==> config.mk <==
export PLATFORM = sky130hd
export DESIGN_NAME = effects_pipeline_mc
export DESIGN_NICKNAME = d
export VERILOG_FILES = /design/src/rtl/effects_pipeline_mc.sv
export SDC_FILE = /design/constraint.sdc
export NUM_CORES = 1
export LEC_CHECK = 0
export CAP_MARGIN = 40
export CELL_PAD_IN_SITES_DETAIL_PLACEMENT = 2
export CELL_PAD_IN_SITES_GLOBAL_PLACEMENT = 2
export CORE_MARGIN = 2
export CORE_UTILIZATION = 30
export DETAILED_ROUTE_END_ITERATION = 12
export PLACE_DENSITY_LB_ADDON = 0.1
export SLEW_MARGIN = 30
export SYNTH_ARGS = -nofsm -noshare
export SYNTH_HDL_FRONTEND = slang
export SYNTH_SLANG_ARGS = --single-unit
==> constraint.sdc <==
create_clock -name clk -period 5.3 [get_ports clk]
set_input_delay 0.795 -clock clk [delete_from_list [all_inputs] [get_ports clk]]
set_output_delay 0.795 -clock clk [all_outputs]
set_load 0.01 [all_outputs]
==> src/rtl/effects_pipeline_mc.sv <==
// Multi-channel effects pipeline: centre, gain and clip/saturate ADC samples
// through three globally stalled stages with a valid/ready handshake.
module effects_pipeline_mc #(
   parameter int unsigned BITS_PER_LEVEL     = 12,
   parameter int unsigned BITS_PER_GAIN_FRAC = 4,
   parameter int unsigned GAIN_WIDTH         = 11,
   parameter int unsigned FXP_SIZE           = 16,
   parameter int unsigned CHANNELS           = 2,
   parameter int unsigned CNT_WIDTH          = 16,
   localparam int unsigned CH_W = (CHANNELS > 1) ? $clog2(CHANNELS) : 1
) (
   input  logic                      clk,
   input  logic                      rst,
   input  logic                      i_valid,
   output logic                      o_ready_in,
   input  logic [BITS_PER_LEVEL-1:0] i_sample,
   input  logic [CH_W-1:0]           i_channel,
   input  logic [GAIN_WIDTH-1:0]     i_par_gain,
   input  logic [1:0]                i_par_mode,
   input  logic [BITS_PER_LEVEL-2:0] i_par_clip,
   input  logic                      i_clr_clip,
   output logic                      o_valid,
   input  logic                      i_ready,
   output logic [FXP_SIZE-1:0]       o_sample,
   output logic [CH_W-1:0]           o_channel,
   output logic [CNT_WIDTH-1:0]      o_clip_count
);

   localparam int unsigned P_W   = BITS_PER_LEVEL + GAIN_WIDTH + 1;
   localparam int unsigned SHIFT = FXP_SIZE - BITS_PER_LEVEL;
   localparam logic signed [P_W-1:0]  SAT_HI   = P_W'((2 ** (BITS_PER_LEVEL - 1)) - 1);
   localparam logic signed [P_W-1:0]  SAT_LO   = ~SAT_HI;
   localparam logic [GAIN_WIDTH-1:0]  GAIN_ONE = GAIN_WIDTH'(2 ** BITS_PER_GAIN_FRAC);
   localparam logic [1:0] MODE_BYPASS = 2'd0;
   localparam logic [1:0] MODE_SAT    = 2'd1;
   localparam logic [1:0] MODE_CLIP   = 2'd2;
   localparam logic [1:0] MODE_MUTE   = 2'd3;

   logic advance;

   logic                             s1_valid_q, s1_valid_d;
   logic signed [BITS_PER_LEVEL-1:0] s1_c_q, s1_c_d;
   logic [GAIN_WIDTH-1:0]            s1_gain_q, s1_gain_d;
   logic [1:0]                       s1_mode_q, s1_mode_d;
   logic [BITS_PER_LEVEL-2:0]        s1_thr_q, s1_thr_d;
   logic [CH_W-1:0]                  s1_ch_q, s1_ch_d;

   logic                             s2_valid_q, s2_valid_d;
   logic signed [P_W-1:0]            s2_p_q, s2_p_d;
   logic [1:0]                       s2_mode_q, s2_mode_d;
   logic [BITS_PER_LEVEL-2:0]        s2_thr_q, s2_thr_d;
   logic [CH_W-1:0]                  s2_ch_q, s2_ch_d;

   logic                             o_valid_q, o_valid_d;
   logic [FXP_SIZE-1:0]              o_sample_q, o_sample_d;
   logic [CH_W-1:0]                  o_channel_q, o_channel_d;
   logic                             o_clip_q, o_clip_d;
   logic [CNT_WIDTH-1:0]             clip_cnt_q, clip_cnt_d;

   logic signed [P_W-1:0]            c_ext, g_ext;
   logic signed [P_W-1:0]            v, hi, lo, r, thr_s;
   logic signed [BITS_PER_LEVEL-1:0] r_lvl;
   logic signed [FXP_SIZE-1:0]       r_fx;

   // Global stall: every stage moves only when the output slot frees up.
   assign advance    = !o_valid_q || i_ready;
   assign o_ready_in = advance;

   // S1: offset-binary to two's complement (flip MSB); bypass forces unity gain.
   always_comb begin
      s1_valid_d = s1_valid_q;
      s1_c_d     = s1_c_q;
      s1_gain_d  = s1_gain_q;
      s1_mode_d  = s1_mode_q;
      s1_thr_d   = s1_thr_q;
      s1_ch_d    = s1_ch_q;
      if (advance) begin
         s1_valid_d = i_valid;
         s1_c_d     = signed'({~i_sample[BITS_PER_LEVEL-1], i_sample[BITS_PER_LEVEL-2:0]});
         s1_gain_d  = (i_par_mode == MODE_BYPASS) ? GAIN_ONE : i_par_gain;
         s1_mode_d  = i_par_mode;
         s1_thr_d   = i_par_clip;
         s1_ch_d    = i_channel;
      end
   end

   // S2: full-precision signed product with zero-extended unsigned gain.
   always_comb begin
      c_ext      = P_W'(s1_c_q);
      g_ext      = signed'(P_W'(s1_gain_q));
      s2_valid_d = s2_valid_q;
      s2_p_d     = s2_p_q;
      s2_mode_d  = s2_mode_q;
      s2_thr_d   = s2_thr_q;
      s2_ch_d    = s2_ch_q;
      if (advance) begin
         s2_valid_d = s1_valid_q;
         s2_p_d     = c_ext * g_ext;
         s2_mode_d  = s1_mode_q;
         s2_thr_d   = s1_thr_q;
         s2_ch_d    = s1_ch_q;
      end
   end

   // S3: drop gain fraction (floor), clamp per mode, scale to output format.
   always_comb begin
      v     = s2_p_q >>> BITS_PER_GAIN_FRAC;
      thr_s = signed'(P_W'(s2_thr_q));
      hi    = SAT_HI;
      lo    = SAT_LO;
      if (s2_mode_q == MODE_CLIP) begin
         hi = thr_s;
         lo = -thr_s;
      end
      r = v;
      if (v > hi)      r = hi;
      else if (v < lo) r = lo;
      if (s2_mode_q == MODE_MUTE) r = '0;
      r_lvl = BITS_PER_LEVEL'(r);
      r_fx  = FXP_SIZE'(r_lvl);

      o_valid_d   = o_valid_q;
      o_sample_d  = o_sample_q;
      o_channel_d = o_channel_q;
      o_clip_d    = o_clip_q;
      if (advance) begin
         o_valid_d   = s2_valid_q;
         o_sample_d  = r_fx <<< SHIFT;
         o_channel_d = s2_ch_q;
         o_clip_d    = ((s2_mode_q == MODE_SAT) || (s2_mode_q == MODE_CLIP)) && (r != v);
      end
   end

   // Clip counter: counts consumed clipped samples, saturates, clear wins.
   always_comb begin
      clip_cnt_d = clip_cnt_q;
      if (i_clr_clip)
         clip_cnt_d = '0;
      else if (o_valid_q && i_ready && o_clip_q && (clip_cnt_q != '1))
         clip_cnt_d = clip_cnt_q + CNT_WIDTH'(1);
   end

   always_ff @(posedge clk or negedge rst) begin
      if (!rst) begin
         s1_valid_q  <= 1'b0;
         s1_c_q      <= '0;
         s1_gain_q   <= '0;
         s1_mode_q   <= '0;
         s1_thr_q    <= '0;
         s1_ch_q     <= '0;
         s2_valid_q  <= 1'b0;
         s2_p_q      <= '0;
         s2_mode_q   <= '0;
         s2_thr_q    <= '0;
         s2_ch_q     <= '0;
         o_valid_q   <= 1'b0;
         o_sample_q  <= '0;
         o_channel_q <= '0;
         o_clip_q    <= 1'b0;
         clip_cnt_q  <= '0;
      end else begin
         s1_valid_q  <= s1_valid_d;
         s1_c_q      <= s1_c_d;
         s1_gain_q   <= s1_gain_d;
         s1_mode_q   <= s1_mode_d;
         s1_thr_q    <= s1_thr_d;
         s1_ch_q     <= s1_ch_d;
         s2_valid_q  <= s2_valid_d;
         s2_p_q      <= s2_p_d;
         s2_mode_q   <= s2_mode_d;
         s2_thr_q    <= s2_thr_d;
         s2_ch_q     <= s2_ch_d;
         o_valid_q   <= o_valid_d;
         o_sample_q  <= o_sample_d;
         o_channel_q <= o_channel_d;
         o_clip_q    <= o_clip_d;
         clip_cnt_q  <= clip_cnt_d;
      end
   end

   assign o_valid      = o_valid_q;
   assign o_sample     = o_sample_q;
   assign o_channel    = o_channel_q;
   assign o_clip_count = clip_cnt_q;

endmodule

**After elaboration in Yosys (flattened, before gate mapping)**

Cells that the tools add are included.

- Output and inout port bits: 35
- Bits in registers: 108
- Input port bits: 42

- $mul: 1
- Order comparisons: 2
- Mux-type cells: 8
- Add/subtract/negate cells: 2
- Reduce and logical (&&, ||, !) cells: 9
- Equality and inequality tests: 5
- Bitwise logic cells: 1

Operator list:

| cell | number |
|---|---|
| two-way mux 24 bit | 4 |
| two-way mux 16 bit | 2 |
| less-than comparator 20 x 24 -> 1 bit | 1 |
| multiplier 12 x 12 -> 24 bit | 1 |
| != test 24 x 20 -> 1 bit | 1 |
| negator 11 -> 24 bit | 1 |
| two-way mux 11 bit | 2 |
| greater-than comparator 20 x 12 -> 1 bit | 1 |
| adder 16 x 1 -> 16 bit, second input constant | 1 |
| != test 16 bit, second input constant | 1 |
| equality test 2 bit, second input constant | 2 |
| logical AND 1 bit | 4 |
| equality test 2 x 1 -> 1 bit, second input constant | 1 |
| zero test 2 bit | 1 |
| logical OR 1 bit | 2 |
| nonzero test 2 bit | 1 |
| zero test 1 bit | 1 |
| inverter 1 bit | 1 |

**Depth between registers and ports, before layout**

- Word-level depth: 8
- Gate-level depth with buffers: 22

**Worst setup path before layout**

OpenSTA, ideal clock, no wires.

- Path kind: register to register
- Start: register s1_gain_q[0]
- End: register s2_p_q[23]
- Path slack: -0.071 ns
- Clock period less this slack: 5.371 ns
- Arrival: 5.229 ns
- Cell stages (with the launch flop): 21
- Buffers on the path: 1
- Required time: 5.158 ns
- Path through: dfrtp_1 > clkbuf_1 > and2_1 > fa_1 > inv_1 > fa_1 > inv_1 > fa_1 > inv_1 > fa_1 > inv_1 > ha_1 > a41oi_1 > o21ai_0 > a21oi_1 > o31ai_1 > a31o_2 > a211o_1 > a21oi_1 > xnor2_1 > a21oi_1

- Cells in the longest elaborated chain, start to end: 1

RTL lines:

| item | RTL line | RTL |
|---|---|---|
| start, declared | 43 | `logic [GAIN_WIDTH-1:0] s1_gain_q, s1_gain_d;` |
| start signal, assigned | 164 | `s1_gain_q <= s1_gain_d;` |
| multiplier 12 x 12 -> 24 bit | 98 | `s2_p_d = c_ext * g_ext;` |
| end signal, assigned | 169 | `s2_p_q <= s2_p_d;` |
| end, declared | 49 | `logic signed [P_W-1:0] s2_p_q, s2_p_d;` |

Every way passes these cells.
A chain may end at the register's enable or synchronous reset.

**Worst setup path in the final report**

- Start: register s1_gain_q[5]
- End: register s2_p_q[23]

The elaborated chain is that of the path after synthesis.

==> qor.txt <==
outcome: complete, no violations
Total GRT Usage: 19.57%
met1 Track Usage GR: 26.33%
syn avg cell area: 8.627 sq um
Critical Path Fanout Max: 6
core area: 36430 sq um
number of synthesized flops with an enable pin: 0
DRT Pass-1 Iters: 7
total congestion overflow: 0
Diodes inserted: 0
Seq/Total Area, Yosys: 23.59%
GP Congestion: 0.8346
largest net degree at the start of global routing: 69
FILL cells: 4110
final wirelength: 35180 microns
Tmin final: 5.268 ns
R2R setup slack: 0.03 ns
most frequent CP cell: fa_1
met3 usage: 2.166%
Ports: 77
Synth Warn #: 0
Setup Crit Path Kind: register to register
Area after DPL: 12780 sq um
initial core utilization: 30.29%
vias in the first global route: 10720
Worst Setup End Kind: register
GRT busiest layer: met2
Highest Clock Rate: 0.1898 GHz
Worst Path Buf+Inv: 3
final hold violations: 0
CP required: 5.57 ns
CTS max path bufs: 2
reg2reg path depth: 19
die area: 38330 sq um
FFs w/ async S/R, synth: 100.0%
CTS sink cnt: 104
hold buffer count at CTS: 0
Die W: 195.8 microns
CTS tree: done
final setup TNS: 0 ns
HP Class: input pin to asynchronous set/reset pin
worst path cell trace: buf_6 -> and2_4 -> fa_1 -> inv_1 -> fa_1 -> fa_1 -> fa_1 -> fa_1 -> inv_2 -> ha_4 -> a41oi_2 -> o21ai_2 -> a21oi_2 -> o31ai_4 -> a31o_4 -> a211o_1 -> a21oi_2 -> xnor2_1 -> a21oi_1
Root Driver: clkbuf_16
Area Growth Syn to Fin: 22.74%
worst flop-to-flop path endpoint: s2_p_q[23]
slew margin rel.: 48.19%
DRT antenna net count: 0
Initial DRC Count: 331
WP data arrival: 5.53 ns
clk_skew: 0.01550 ns
commonest non-fill, non-tap cell in the layout: nand2_1
total number of vias: 9222
clock-pin slew on the worst setup and hold paths: 0.09 ns
FF-to-FF Start: s1_gain_q[5]
slowest stage delay, CP: 0.57 ns
htree depth: 3
Mapped Area: 11030 sq um
Main synth FF type: dfrtp_1
layout cells sized above 1: 14.35%
Cell variety after synth: 69
Worst path slowest cell: fa_1
max cap viols: 0
WL/cell: 18.68 microns
row cnt: 70
Critical Path Start Type: register
Pins Over Slew Limit: 0
global-route wire length before repair: 58280 microns
CP top delay family: adder cells
final setup violation count: 0
drt drc: 0
most frequent cells in the layout: nand2_1 (265), inv_1 (184), fa_1 (120)
routed vias/inst: 4.898
worst skew pair latency: 0.39 ns
fin area: 13540 sq um
Layout Nets: 1666
worst-margin pin slew: 0.7742 ns
initial antenna violation count: 0
IO Port Bufs: 72
Inserted Clock Buffers: 9
final worst path period share: 99.40%
HPWL after DPL: 27690 microns
Post-Syn Instances: 1279
Die Y: 195.8 microns
RSZ-0062 raised after global routing: yes
Yosys reg bits: 104
grt met2 use: 34.15%
## cells by family (layout without fill, tap and decap cells)
family,count (synthesis),after routing,synth area share [%]
AOI/OAI and AO/OA,178,178,10.85
xor gates and xnor gates,39,39,3.096
adders and majority gates,214,214,32.77
buffers and inverters,253,386,8.890
DFF,104,104,23.59
muxes,10,10,0.9298
other,1,4,0.03398
and+or+nand+nor,480,480,19.84
## stage by stage
step	cells	utilization, %	hold WS [ns]	setup slack (ns)
2_1_floorplan	1282	-	0.4300	0.0001643
3_3_place_gp	1848	35.02	0.4470	-0.1418
3_5_place_dp	1849	35.08	0.4560	-0.3327
4_1_cts	1876	36.69	0.3788	-0.01421
5_1_grt	1883	37.17	0.3972	-0.2212
6_report	1883	37.17	0.3707	0.03192
## Yosys cell counts (3+ instances only)
| master | number | area (sq um) |
|---|---|---|
| nand2_1 | 269 | 1010 |
| inv_1 | 190 | 713.2 |
| fa_1 | 125 | 2502 |
| dfrtp_1 | 104 | 2603 |
| ha_1 | 89 | 1114 |
| nor2_1 | 63 | 236.5 |
| a21oi_1 | 53 | 265.3 |
| and2_1 | 52 | 325.3 |
| clkbuf_1 | 45 | 168.9 |
| o21ai_0 | 34 | 170.2 |
| nand3_1 | 23 | 115.1 |
| xor2_1 | 20 | 175.2 |
| xnor2_1 | 19 | 166.4 |
| o31ai_1 | 12 | 90.09 |
| nor3_1 | 11 | 55.05 |
| a22o_1 | 10 | 87.58 |
| nand4_1 | 10 | 62.56 |
| a21o_1 | 8 | 60.06 |
| mux2i_1 | 8 | 80.08 |
| nor2b_1 | 8 | 50.05 |
| buf_1 | 7 | 26.28 |
| nand2b_1 | 7 | 43.79 |
| a211o_1 | 6 | 52.55 |
| a211oi_1 | 6 | 45.04 |
| and3_1 | 6 | 37.54 |
| nor4_1 | 6 | 37.54 |
| buf_4 | 5 | 37.54 |
| o21a_1 | 5 | 37.54 |
| or3_1 | 5 | 31.28 |
| a222oi_1 | 4 | 40.04 |
| a311oi_1 | 4 | 35.03 |
| buf_2 | 4 | 20.02 |
| nor4bb_1 | 4 | 40.04 |
| o211ai_1 | 4 | 30.03 |
| o22ai_1 | 4 | 25.02 |
| a31oi_1 | 3 | 18.77 |
| nor3b_1 | 3 | 22.52 |
| or2_2 | 3 | 18.77 |
## worst max-delay path by stage
stage                       startpoint    endpoint  slack, ns  cells after the start
after floorplan           s1_gain_q[5]  s2_p_q[23]     0.0002                     22
after global placement    s1_gain_q[3]  s2_p_q[23]      -0.14                     21
after detailed placement  s1_gain_q[5]  s2_p_q[23]      -0.33                     20
after CTS                 s1_gain_q[8]  s2_p_q[23]      -0.01                     19
after global routing      s1_gain_q[5]  s2_p_q[23]      -0.22                     19
final                     s1_gain_q[5]  s2_p_q[23]       0.03                     19
## sequential cells by signal (all words and copies together) (netlist names)
| signal | flops |
|---|---|
| o_sample | 12 |
| s1_ch_q | 1 |
| s2_p_q | 20 |
| o_channel | 1 |
| s1_valid_q | 1 |
| s2_ch_q | 1 |
| s1_mode_q | 2 |
| o_valid | 1 |
| s2_valid_q | 1 |
| s2_mode_q | 2 |
| o_clip_q | 1 |
| s1_gain_q | 11 |
| s1_c_q | 12 |
| o_clip_count | 16 |
| s1_thr_q | 11 |
| s2_thr_q | 11 |
## final cells by class
type                       instances  area, sq um  share of cell area [%]
inverter                         191        716.9                   5.294
multi-input combinational        925         7742                   57.17
sequential                       104         2620                   19.35
clock inverter                     7        82.58                  0.6098
tap                              468        585.6                   4.324
clock buffer                       9        225.2                   1.663
timing repair buffer             179         1570                   11.59
## timing repair
action	in CTS	in global routing
pin swaps	21	25
resized for setup	48	32
endpoints found under the setup margin	7	8
setup buffers	11	6
## layer usage
layer,wire [microns],up-vias,share of wire (%)
met5,0,-,0
met2,17390,78,49
met4,320,0,0.91
met3,734,14,2.1
met1,16730,4766,48
li1,-,4364,-
Power is not shown: default switching activity piles up to over one toggle a cycle in this logic, so the estimate is an artifact.
